===== src/rtl/ps2_transmitter_if.sv =====
// Host-side handshake and status bundle for the PS/2 host-to-device transmitter.
interface ps2_transmitter_if;
    logic [7:0] tx_data;
    logic       tx_valid;
    logic       tx_ready;
    logic       busy;
    logic       done;
    logic       ack_err;
    logic       timeout_err;

    modport master (
        output tx_data, tx_valid,
        input  tx_ready, busy, done, ack_err, timeout_err
    );

    modport slave (
        input  tx_data, tx_valid,
        output tx_ready, busy, done, ack_err, timeout_err
    );
endinterface


===== src/rtl/ps2_transmitter.sv =====
// PS/2 host-to-device command transmitter: inhibits the keyboard clock, drives the
// start bit, then shifts data/parity/stop on device clock falls and checks the ACK.
module ps2_transmitter #(
    parameter int INHIBIT_CYCLES = 12000,
    parameter int TIMEOUT_CYCLES = 2000000,
    parameter int FILTER_CYCLES  = 19
) (
    input  logic             clk,
    input  logic             rst,
    ps2_transmitter_if.slave host,
    input  logic             kclk_in,
    input  logic             kdata_in,
    output logic             kclk_oe,
    output logic             kdata_oe
);
    localparam int CNT_MAX = (INHIBIT_CYCLES > TIMEOUT_CYCLES) ? INHIBIT_CYCLES : TIMEOUT_CYCLES;
    localparam int CNT_W   = $clog2(CNT_MAX + 1);
    localparam int FLT_W   = $clog2(FILTER_CYCLES + 1);
    localparam logic [CNT_W-1:0] INHIBIT_LAST = CNT_W'(INHIBIT_CYCLES - 1);
    localparam logic [CNT_W-1:0] TIMEOUT_LAST = CNT_W'(TIMEOUT_CYCLES - 1);
    localparam logic [FLT_W-1:0] FILTER_LAST  = FLT_W'(FILTER_CYCLES - 1);

    typedef enum logic [2:0] {IDLE, INHIBIT, REQ, SEND, ACK, FINISH} state_t;

    // Bit 0 carries kclk, bit 1 carries kdata through the conditioning chain.
    logic [1:0]       raw;
    logic [1:0]       sync_a;
    logic [1:0]       sync_b;
    logic [1:0]       filt;
    logic [FLT_W-1:0] flt_cnt [2];
    logic             kclk_prev;
    logic             kclk_fall;
    logic             kclk_edge;

    assign raw = {kdata_in, kclk_in};

    // NOTE: sequential state is always updated with <= so every flop samples pre-edge values.
    always_ff @(posedge clk or negedge rst) begin
        if (!rst) begin
            sync_a <= 2'b11;
            sync_b <= 2'b11;
            filt   <= 2'b11;
            for (int i = 0; i < 2; i++) flt_cnt[i] <= '0;
        end else begin
            sync_a <= raw;
            sync_b <= sync_a;
            for (int i = 0; i < 2; i++) begin
                if (sync_b[i] == filt[i]) begin
                    flt_cnt[i] <= '0;
                end else if (flt_cnt[i] == FILTER_LAST) begin
                    filt[i]    <= sync_b[i];
                    flt_cnt[i] <= '0;
                end else begin
                    flt_cnt[i] <= flt_cnt[i] + FLT_W'(1);
                end
            end
        end
    end

    assign kclk_fall = kclk_prev & ~filt[0];
    assign kclk_edge = kclk_prev ^ filt[0];

    state_t           state;
    logic [9:0]       frame;
    logic [3:0]       bit_idx;
    logic [CNT_W-1:0] cnt;
    logic             done_r;
    logic             ack_err_r;
    logic             timeout_err_r;

    always_ff @(posedge clk or negedge rst) begin
        if (!rst) begin
            state         <= IDLE;
            frame         <= '0;
            bit_idx       <= '0;
            cnt           <= '0;
            kclk_prev     <= 1'b1;
            kclk_oe       <= 1'b0;
            kdata_oe      <= 1'b0;
            done_r        <= 1'b0;
            ack_err_r     <= 1'b0;
            timeout_err_r <= 1'b0;
        end else begin
            kclk_prev <= filt[0];
            done_r    <= 1'b0;
            case (state)
                IDLE: begin
                    if (host.tx_valid) begin
                        frame         <= {1'b1, ~^host.tx_data, host.tx_data};
                        ack_err_r     <= 1'b0;
                        timeout_err_r <= 1'b0;
                        cnt           <= '0;
                        kclk_oe       <= 1'b1;
                        kdata_oe      <= 1'b0;
                        state         <= INHIBIT;
                    end
                end
                INHIBIT: begin
                    if (cnt == INHIBIT_LAST) begin
                        cnt      <= '0;
                        kdata_oe <= 1'b1;
                        state    <= REQ;
                    end else begin
                        cnt <= cnt + CNT_W'(1);
                    end
                end
                REQ: begin
                    kclk_oe <= 1'b0;
                    bit_idx <= '0;
                    cnt     <= '0;
                    state   <= SEND;
                end
                SEND, ACK, FINISH: begin
                    // The rising edge after our own clock release also clears the watchdog.
                    cnt <= kclk_edge ? '0 : cnt + CNT_W'(1);
                    if (!kclk_edge && cnt == TIMEOUT_LAST) begin
                        kclk_oe       <= 1'b0;
                        kdata_oe      <= 1'b0;
                        done_r        <= 1'b1;
                        timeout_err_r <= 1'b1;
                        ack_err_r     <= 1'b0;
                        state         <= IDLE;
                    end else if (state == SEND) begin
                        if (kclk_fall) begin
                            kdata_oe <= ~frame[bit_idx];
                            if (bit_idx == 4'd9) state <= ACK;
                            else bit_idx <= bit_idx + 4'd1;
                        end
                    end else if (state == ACK) begin
                        if (kclk_fall) begin
                            ack_err_r <= filt[1];
                            state     <= FINISH;
                        end
                    end else if (filt == 2'b11) begin
                        done_r <= 1'b1;
                        state  <= IDLE;
                    end
                end
                default: state <= IDLE;
            endcase
        end
    end

    assign host.tx_ready    = (state == IDLE);
    assign host.busy        = (state != IDLE);
    assign host.done        = done_r;
    assign host.ack_err     = ack_err_r;
    assign host.timeout_err = timeout_err_r;
endmodule


===== src/flat_wrapper.sv =====
// flat-port wrapper written by rule: the top's interface ports become plain ports
module ps2_transmitter_flat 
#(
    parameter int INHIBIT_CYCLES = 12000,
    parameter int TIMEOUT_CYCLES = 2000000,
    parameter int FILTER_CYCLES  = 19
)
  (clk, rst, kclk_in, kdata_in, kclk_oe, kdata_oe, host_tx_data, host_tx_valid, host_tx_ready, host_busy, host_done, host_ack_err, host_timeout_err);
  ps2_transmitter_if host_i ();
  input  logic clk;
  input  logic rst;
  input  logic kclk_in;
  input  logic kdata_in;
  output logic kclk_oe;
  output logic kdata_oe;
  input wire logic [$bits(host_i.tx_data)-1:0] host_tx_data;
  input wire logic [$bits(host_i.tx_valid)-1:0] host_tx_valid;
  output wire logic [$bits(host_i.tx_ready)-1:0] host_tx_ready;
  output wire logic [$bits(host_i.busy)-1:0] host_busy;
  output wire logic [$bits(host_i.done)-1:0] host_done;
  output wire logic [$bits(host_i.ack_err)-1:0] host_ack_err;
  output wire logic [$bits(host_i.timeout_err)-1:0] host_timeout_err;
  assign host_i.tx_data = host_tx_data;
  assign host_i.tx_valid = host_tx_valid;
  assign host_tx_ready = host_i.tx_ready;
  assign host_busy = host_i.busy;
  assign host_done = host_i.done;
  assign host_ack_err = host_i.ack_err;
  assign host_timeout_err = host_i.timeout_err;
  ps2_transmitter #(.INHIBIT_CYCLES(INHIBIT_CYCLES), .TIMEOUT_CYCLES(TIMEOUT_CYCLES), .FILTER_CYCLES(FILTER_CYCLES)) u_core (.clk(clk), .rst(rst), .host(host_i), .kclk_in(kclk_in), .kdata_in(kdata_in), .kclk_oe(kclk_oe), .kdata_oe(kdata_oe));
endmodule

===== config.mk =====
export PLATFORM = sky130hd
export DESIGN_NAME = ps2_transmitter_flat
export DESIGN_NICKNAME = d
export VERILOG_FILES = /design/src/rtl/ps2_transmitter_if.sv /design/src/rtl/ps2_transmitter.sv /design/src/flat_wrapper.sv
export SDC_FILE = /design/constraint.sdc
export NUM_CORES = 1
export LEC_CHECK = 0
export BUFFER_PORTS_ARGS = -buffer_cell sky130_fd_sc_hd__buf_2
export CAP_MARGIN = 15
export CORE_MARGIN = 1
export CORE_UTILIZATION = 50
export CTS_CLUSTER_SIZE = 16
export DETAILED_ROUTE_END_ITERATION = 10
export MAX_ROUTING_LAYER = met4
export PLACE_DENSITY = 0.77
export SKIP_CTS_REPAIR_TIMING = 1
export SLEW_MARGIN = 40
export SYNTH_ARGS = -nofsm -noshare
export SYNTH_HDL_FRONTEND = slang
export SYNTH_SLANG_ARGS = --single-unit

===== constraint.sdc =====
create_clock -name clk -period 3.2 [get_ports clk]
set_clock_uncertainty 0.1 [all_clocks]
set_input_delay 0 -clock clk [delete_from_list [all_inputs] [get_ports clk]]
set_output_delay 0 -clock clk [all_outputs]
set_load 0.1 [all_outputs]

==> impl_metrics.env, run 1 <==
export IMPL_slew_viol_final=0
export IMPL_setup_viol=0
export IMPL_vdd_ir_drop_worst_v=0.0003659
export IMPL_cts_tree="done"
export IMPL_cp_max_fo=6
export IMPL_crit_buf_inv=1
export IMPL_synth_edf_count=0
export IMPL_drt_vias_per_instance=5.903
export IMPL_leakagePower_uw=0.001693
export IMPL_syn_inst=336
export IMPL_synthesis_nets=360
export IMPL_ys_flop_type="dfrtp_1"
export IMPL_gr_total_overflow=0
export IMPL_r2r_cells=7
export IMPL_critical_path_class="flop to flop"
export IMPL_critical_path_top_delay_family="simple AND/OR/NAND/NOR gates"
export IMPL_violations="DRC"
export IMPL_tns_ns=0
export IMPL_finalCritPeriodShare_pct=78.76
export IMPL_area_growth_pct=14.12
export IMPL_yosys_cell_types_count=68
export IMPL_vias=2686
export IMPL_io_pins=20
export IMPL_cp_start_kind="flop"
export IMPL_arrival_ns=2.64
export IMPL_power_uw=1937
export IMPL_drt_pre_antenna_iters=8
export IMPL_end_kind="flop"
export IMPL_initial_utilization_pct=52.56
export IMPL_track_usage_pct=22.73
export IMPL_drive_gt1_share_pct=20.11
export IMPL_r2r_end="u_core.kclk_oe"
export IMPL_fin_crit_ns=2.520
export IMPL_die_area_mm2=0.007123
export IMPL_n_fill_cell=556
export IMPL_antenna_left=0
export IMPL_drv_cap=0
export IMPL_grt_pass1_vias=2537
export IMPL_grt_pass1_wl_mm=12.11
export IMPL_nets=397
export IMPL_cts_root_buffer="clkbuf_8"
export IMPL_ys_warn_count=0
export IMPL_port_buffers=19
export IMPL_die_w_um=84.40
export IMPL_drc_errors=2
export IMPL_dp_hpwl_mm=4.991
export IMPL_first_iter_violations=325
export IMPL_htreeDepth=3
export IMPL_num_rows=29
export IMPL_slowest_stage="dfstp_2"
export IMPL_coreArea_mm2=0.006459
export IMPL_antenna_found_initial=0
export IMPL_synth_async_reset_ratio_pct=100.0
export IMPL_synth_seq_cells=60
export IMPL_timing_rr_start="u_core.filt[0]"
export IMPL_wl_per_cell_um=15.65
export IMPL_hold_path_class="input port to async pin"
export IMPL_worst_skew_pair_late_latency_ns=0.34
export IMPL_clkSlewWorstSetupHoldPaths_ns=0.07
export IMPL_required_ns=3.32
export IMPL_max_freq_ghz=0.3968
export IMPL_crit_chain="inv_1, ha_1, nand4bb_1, nor4_2, nand2_2, a221oi_2, mux2_1"
export IMPL_cts_num_sinks=60
export IMPL_rsz0062_at_grt="no"
export IMPL_cts_buffer_depth=2
export IMPL_relSlewSlack_pct=60.71
export IMPL_fp_dieH_um=84.40
export IMPL_place_congestion=0.9072
export IMPL_syn_area_per_cell_um2=10.10
export IMPL_netlist_area_mm2=0.003395
export IMPL_cts_made_buffers=9
export IMPL_ys_seq_area_share_pct=44.49
export IMPL_antenna_cells=0
export IMPL_hold_viol=0
export IMPL_grt_max_degree=49
export IMPL_status="complete, but fails checks"
export IMPL_rrSetupSlack_ns=0.68
export IMPL_cellPowerDensity_mw_per_mm2=500.0
export IMPL_worst_slew_pin_slew_ns=0.5894
export IMPL_critical_path_max_stage_delay_ns=0.57
export IMPL_drt_total_wl_mm=7.123
==> final cells by class <==
class	instances	area (um2)	share of cell area, %
clock buffer	12	145.1	3.747
tap	77	96.34	2.487
sequential	60	1510	38.99
multi-input combinational	255	1804	46.58
inverter	12	45.04	1.163
timing repair buffer	35	247.7	6.395
clock inverter	4	25.02	0.6460
==> per-stage QoR <==
step	hold WS [ns]	setup slack, ns	std cells	instance area, um2	utilization (%)
after floorplan	-0.3956	0.2160	336	3400	-
after global placement	0.005238	0.8295	427	3581	55.44
after detailed placement	-0.05424	0.6861	427	3583	55.48
after CTS	-0.4287	0.6773	443	3754	58.12
after global routing	0.1461	0.5631	455	3874	59.98
final	0.1152	0.6798	455	3874	59.98
==> sequential cells by signal (all words and copies together), names as in the netlist <==
| name | flops |
|---|---|
| u_core.kclk_prev | 1 |
| u_core.kclk_oe | 1 |
| u_core.sync_a | 2 |
| u_core.state | 3 |
| u_core.cnt | 21 |
| u_core.host.done | 1 |
| u_core.host.timeout_err | 1 |
| u_core.filt | 2 |
| u_core.sync_b | 2 |
| u_core.flt_cnt | 10 |
| u_core.bit_idx | 4 |
| u_core.host.ack_err | 1 |
| u_core.kdata_oe | 1 |
| u_core.frame | 10 |
==> per-layer routing <==
| layer | GRT usage [%] | share of wire, % | vias to the layer above |
|---|---|---|---|
| met2 | 33.01 | 46 | 88 |
| met3 | 8.161 | 5.9 | 11 |
| met4 | 7.242 | 1.2 | 0 |
| met5 | - | 0 | - |
| li1 | - | - | 1288 |
| met1 | 29.83 | 46 | 1299 |
==> Yosys cell counts, drive strengths merged (4+ instances only) <==
library cell	n	area share, %
nor4	5	2.2
mux2	13	4.3
or3	4	0.74
nor3	6	0.88
nor2	29	3.4
nand2b	6	1.1
xor2	15	3.9
ha	11	4.1
buf	4	0.59
xnor2	9	2.3
nand4	7	1.5
dfstp	7	5.4
inv	12	1.3
o21ai	14	2.2
a21oi	10	1.5
nand3	22	3.6
dfrtp	53	39
nand2	37	4.2
and3	7	1.3
a31oi	8	1.5
clkbuf	5	0.59
==> worst register-to-register path: stages, from the launching register on <==
cell	delay (ns)
dfstp_2	0.57
inv_1	0.05
ha_1	0.34
nand4bb_1	0.13
nor4_2	0.37
nand2_2	0.18
a221oi_2	0.31
mux2_1	0.35
==> layout by cell type, fill, tap and decap left out, types with 6 or more instances in the layout <==
| cell | netlist | layout |
|---|---|---|
| ha_1 | 11 | 11 |
| dfstp_2 | 7 | 7 |
| nand3_1 | 21 | 21 |
| inv_1 | 12 | 12 |
| nand2_1 | 36 | 36 |
| a21oi_1 | 10 | 10 |
| o21ai_0 | 12 | 12 |
| xor2_1 | 15 | 15 |
| dfrtp_1 | 53 | 53 |
| clkbuf_8 | 0 | 10 |
| nand2b_1 | 6 | 6 |
| and3_1 | 7 | 7 |
| mux2_2 | 12 | 12 |
| xnor2_1 | 9 | 9 |
| nand4_1 | 6 | 6 |
| dlygate4sd3_1 | 0 | 12 |
| buf_2 | 4 | 18 |
| a31oi_1 | 8 | 8 |
| nor2_1 | 28 | 28 |
==> power by group <==
part	total, uW	switching (uW)	internal, uW
combinational	371	217	154
clock	592	293	299
sequential	973	106	867
==> cells by family after synthesis <==
| family | synth area share [%] |
|---|---|
| AO/OA/AOI/OAI | 12.20 |
| adder cells (fa/ha/maj) | 4.054 |
| flip-flops | 44.49 |
| AND/OR/NAND/NOR | 24.33 |
| buffers and inverters | 2.506 |
| multiplexers | 6.229 |
| XOR/XNOR | 6.193 |
==> worst max-delay path by stage <==
stage                                from             end  slack, ns  cells past startpoint
final                      u_core.filt[0]  u_core.kclk_oe       0.68                      7
after global routing      u_core.state[1]  u_core.cnt[12]       0.56                      6
after CTS                  u_core.filt[0]  u_core.kclk_oe       0.68                      7
after detailed placement   u_core.filt[0]  u_core.kclk_oe       0.69                      7
after global placement    u_core.state[1]  u_core.cnt[12]       0.83                      6
after floorplan           u_core.state[2]       host_busy       0.22                      3
(Power assumes the default switching activity.)
==> run 2: changes to the inputs <==
PLACE_DENSITY = 0.79   (was 0.77)
clock period = 2.2 ns   (was 3.2 ns; I/O delays follow)
==> run 2 against run 1 <==
Compared with the run above: global-route usage up 1.5 points; combinational power is 53% higher; fmax grew 12%; largest cell class unchanged; wire length rose by 11%; hold slack got worse by 0.030 ns; via count increased by 6.8%; first-iteration DRC count down 32%; the run ends with DRC, setup timing left.
==> impl_metrics.env, run 2 (synthesized netlist as in run 1, its figures left out) <==
export IMPL_cts_made_buffers=9
export IMPL_violations="DRC, setup timing"
export IMPL_antenna_found_initial=0
export IMPL_num_rows=29
export IMPL_grt_max_degree=37
export IMPL_fin_crit_ns=2.253
export IMPL_drv_cap=0
export IMPL_drc_errors=4
export IMPL_dp_hpwl_mm=5.427
export IMPL_end_kind="flop"
export IMPL_nets=420
export IMPL_die_w_um=84.40
export IMPL_critical_path_class="flop to flop"
export IMPL_grt_pass1_vias=2728
export IMPL_cp_start_kind="flop"
export IMPL_htreeDepth=3
export IMPL_clkSlewWorstSetupHoldPaths_ns=0.07
export IMPL_hold_viol=0
export IMPL_setup_viol=1
export IMPL_hold_path_class="input port to async pin"
export IMPL_vdd_ir_drop_worst_v=0.0005611
export IMPL_final_common_cell="dfrtp_1"
export IMPL_fp_dieH_um=84.40
export IMPL_drt_vias_per_instance=6.000
export IMPL_drive_gt1_share_pct=27.93
export IMPL_rsz0062_at_grt="yes"
export IMPL_cp_max_fo=4
export IMPL_slew_viol_final=0
export IMPL_grt_pass1_wl_mm=13.15
export IMPL_largest_register_ffs=21
export IMPL_leakagePower_uw=0.001830
export IMPL_instances_no_fill=478
export IMPL_antenna_cells=0
export IMPL_tns_ns=-0.05290
export IMPL_gr_total_overflow=0
export IMPL_place_ws_ns=0.006923
export IMPL_die_area_mm2=0.007123
export IMPL_drt_pre_antenna_iters=7
export IMPL_cts_tree="done"
export IMPL_setup_slack_ns=-0.05290
export IMPL_initial_utilization_pct=52.56
export IMPL_cts_buffer_depth=2
export IMPL_worst_skew_pair_late_latency_ns=0.35
export IMPL_relSlewSlack_pct=58.56
export IMPL_finalCritPeriodShare_pct=102.4
export IMPL_arrival_ns=2.38
export IMPL_cellPowerDensity_mw_per_mm2=714.3
export IMPL_worst_slew_pin_slew_ns=0.6170
export IMPL_cts_root_buffer="clkbuf_8"
export IMPL_track_usage_pct=24.27
export IMPL_max_freq_ghz=0.4439
export IMPL_place_congestion=0.9366
export IMPL_reg_top3="u_core.cnt x21, u_core.flt_cnt x10, u_core.frame x10"
export IMPL_vias=2868
export IMPL_hold_ws_ns=0.08548
export IMPL_port_buffers=19
export IMPL_required_ns=2.33
export IMPL_final_cell_mix="52 x dfrtp_1, 35 x nand2_1, 27 x nor2_1"
export IMPL_regMostFlops="u_core.cnt"
export IMPL_io_pins=20
export IMPL_status="complete, but fails checks"
export IMPL_cts_num_sinks=60
export IMPL_antenna_left=0
export IMPL_coreArea_mm2=0.006459
export IMPL_first_iter_violations=222
export IMPL_area_growth_pct=23.44
export IMPL_wl_per_cell_um=16.61
export IMPL_dp_cells=449
export IMPL_drt_total_wl_mm=7.941
run 2: changes by cell type in the layout (fill, tap and decap cells not counted), sizes merged:
cell	previous run	this run
buf	23	46
clkbuf	12	9
clkinvlp	2	4
bufinv	0	1
run 2: area by class of cell:
cell class | count | area [um2]
clock buffer | 9 | 123.9
clock inverter | 7 | 77.57
fill | 504 | 2268
inverter | 12 | 45.04
multi-input combinational | 255 | 1894
sequential | 60 | 1511
tap | 77 | 96.34
timing repair buffer | 58 | 441.7
run 2: power by group:
part	internal [uW]	leakage, uW	switching [uW]
registers	1260	0.000761	158
logic	237	0.000981	331
clock network	525	0.0000877	482
total	2020	0.00183	971
run 2: path summary, 6_finish.rpt:
kind                                  start           endpoint  slack, ns  cells past startpoint
setup / recovery             u_core.filt[0]     u_core.kclk_oe      -0.05                      7
max in group asynchronous               rst      u_core.cnt[4]       1.32                      3
hold / removal                          rst  u_core.flt_cnt[5]       0.09                      2
setup reg to reg             u_core.filt[0]     u_core.kclk_oe      -0.05                      7
hold reg to reg            u_core.sync_a[0]   u_core.sync_b[0]       0.26                      0
min in group clk                    kclk_in   u_core.sync_a[0]       0.20                      2
run 2: worst max-delay path: stages, from the launching register on:
cell,delay [ns]
dfstp_2,0.54
inv_2,0.05
ha_4,0.28
nand4bb_4,0.11
nor4_4,0.31
nand2_2,0.11
a221oi_2,0.28
mux2_1,0.35
run 2: routing by layer:
layer | vias to the layer above | track usage, % | share of wire, %
li1 | 1336 | - | -
met1 | 1414 | 31.58 | 45
met2 | 103 | 37.70 | 48
met3 | 15 | 5.703 | 5.6
met4 | 0 | 8.012 | 1.7
met5 | - | - | 0
run 2: through the flow:
step | total power (uW) | cell area (um2) | utilization, %
6_report | 2993 | 4190 | 64.88
5_1_grt | 3125 | 4190 | 64.88
4_1_cts | 2967 | 3988 | 61.74
3_5_place_dp | 1969 | 3786 | 58.62
3_3_place_gp | 1942 | 3777 | 58.49
2_1_floorplan | 1808 | 3436 | -
==> run 3: changes to the inputs <==
CORE_ASPECT_RATIO = 1.1   (was default)
==> run 3 against run 2 <==
Compared with the run above: the run now ends clean; global-route usage down 0.057 points; highest routed layer unchanged; clock power about the same; combinational power is 14% higher; largest power group unchanged; total power up 2.8%; critical path type unchanged; clock-buffer cell count unchanged; fmax up 2.8%; cell area increased by 2.3%; utilization is 0.54 points higher.
==> impl_metrics.env, run 3 (synthesized netlist as in run 1, its figures left out) <==
export IMPL_grt_pass1_wl_mm=12.52
export IMPL_max_freq_ghz=0.4562
export IMPL_die_w_um=80.56
export IMPL_die_area_mm2=0.007123
export IMPL_wl_per_cell_um=15.21
export IMPL_cp_start_kind="flop"
export IMPL_cp_max_fo=4
export IMPL_dp_cells=466
export IMPL_final_common_cell="dfrtp_1"
export IMPL_hold_viol=0
export IMPL_drive_gt1_share_pct=30.12
export IMPL_critical_path_class="flop to flop"
export IMPL_grt_max_degree=27
export IMPL_fp_dieH_um=88.42
export IMPL_status="finished clean"
export IMPL_critical_path_max_stage_delay_ns=0.54
export IMPL_drt_pre_antenna_iters=4
export IMPL_drc_errors=0
export IMPL_place_ws_ns=-0.1538
export IMPL_instances_no_fill=497
export IMPL_hold_ws_ns=0.09806
export IMPL_antenna_cells=0
export IMPL_final_cell_mix="50 x dfrtp_1, 38 x buf_4, 35 x nand2_1"
export IMPL_io_pins=20
export IMPL_first_iter_violations=139
export IMPL_fin_crit_ns=2.192
export IMPL_antenna_left=0
export IMPL_power_uw=3078
export IMPL_drt_total_wl_mm=7.559
export IMPL_htreeDepth=3
export IMPL_clkSlewWorstSetupHoldPaths_ns=0.07
export IMPL_area_growth_pct=26.32
export IMPL_slew_viol_final=0
export IMPL_largest_register_ffs=21
export IMPL_worst_slew_pin_slew_ns=0.6359
export IMPL_place_congestion=0.9195
export IMPL_setup_viol=0
export IMPL_arrival_ns=2.33
export IMPL_regMostFlops="u_core.cnt"
export IMPL_crit_chain="inv_2, ha_4, nand4bb_1, nor4_4, nand3_1, a221oi_2, mux2_1"
export IMPL_setup_slack_ns=0.007801
export IMPL_cellPowerDensity_mw_per_mm2=717.8
export IMPL_finalCritPeriodShare_pct=99.65
export IMPL_track_usage_pct=24.21
export IMPL_placed_area_mm2=0.003882
export IMPL_num_rows=31
export IMPL_leakagePower_uw=0.001902
export IMPL_grt_pass1_vias=2713
export IMPL_hold_path_class="input port to async pin"
export IMPL_drt_vias_per_instance=5.736
export IMPL_cts_root_buffer="clkbuf_8"
export IMPL_cts_buffer_depth=2
export IMPL_cts_made_buffers=9
export IMPL_drv_cap=0
export IMPL_cts_tree="done"
export IMPL_initial_utilization_pct=51.78
export IMPL_vdd_ir_drop_worst_v=0.0006001
export IMPL_vias=2851
export IMPL_gr_total_overflow=0
export IMPL_relSlewSlack_pct=57.45
export IMPL_coreArea_mm2=0.006555
export IMPL_worst_skew_pair_late_latency_ns=0.36
export IMPL_antenna_found_initial=0
export IMPL_rsz0062_at_grt="yes"
export IMPL_final_cell_area_mm2=0.004288
export IMPL_port_buffers=19
export IMPL_dp_hpwl_mm=5.330
export IMPL_reg_top3="u_core.cnt x21, u_core.flt_cnt x10, u_core.frame x10"
export IMPL_nets=434
export IMPL_cts_num_sinks=60
export IMPL_end_kind="flop"
export IMPL_slowest_stage="dfstp_2"
export IMPL_required_ns=2.34
==> run 3: changes by cell type in the layout (fill, tap and decap cells not counted), moves of 2 or more <==
cell	change
buf_4	+15
buf_6	-2
dfrtp_1	-2
dfrtp_2	+2
==> run 3: area by class of cell <==
cell class                 instances  area (um2)
multi-input combinational        255        1881
fill                             505        2267
timing repair buffer              72       546.8
sequential                        60        1514
inverter                          12       45.04
clock buffer                       9       123.9
clock inverter                     7       75.07
tap                               82       102.6
==> run 3: final timing paths <==
path	cells after the start	slack (ns)	end	startpoint
min reg2reg	0	0.26	u_core.sync_b[0]	u_core.sync_a[0]
max in group asynchronous	3	1.12	u_core.sync_a[1]	rst
max reg2reg	7	0.008	u_core.kclk_oe	u_core.filt[0]
min in group clk	2	0.19	u_core.sync_a[1]	kdata_in
max	7	0.008	u_core.kclk_oe	u_core.filt[0]
min	2	0.1	u_core.cnt[4]	rst
==> run 3: metrics by stage <==
step,setup TNS [ns],util (%)
floorplan,-0.8575,-
global placement,-0.1388,59.10
detailed placement,-0.6576,59.23
CTS,-0.7730,62.26
global route,-0.1559,65.41
finish,0,65.41
==> run 3: critical path, delay by kind of cell, from the launching register on <==
family | cells | cell delay [ns]
flops | 1 | 0.54
simple gates | 3 | 0.53
mux | 1 | 0.34
fa+ha+maj | 1 | 0.26
compound gates | 1 | 0.26
buf+inv | 1 | 0.04
==> run 3: power by group <==
group	switching (uW)	internal, uW	leakage (uW)
clock network	490	525	0.0000918
registers	153	1260	0.000759
logic	354	295	0.00105
total	998	2080	0.00190
==> run 3: routing by layer <==
layer	GRT usage [%]	share of wire (%)	up-vias
met4	13.47	3.1	0
met2	36.29	47	82
met3	5.155	5.1	21
met1	30.46	45	1382
met5	-	0	-
li1	-	-	1366
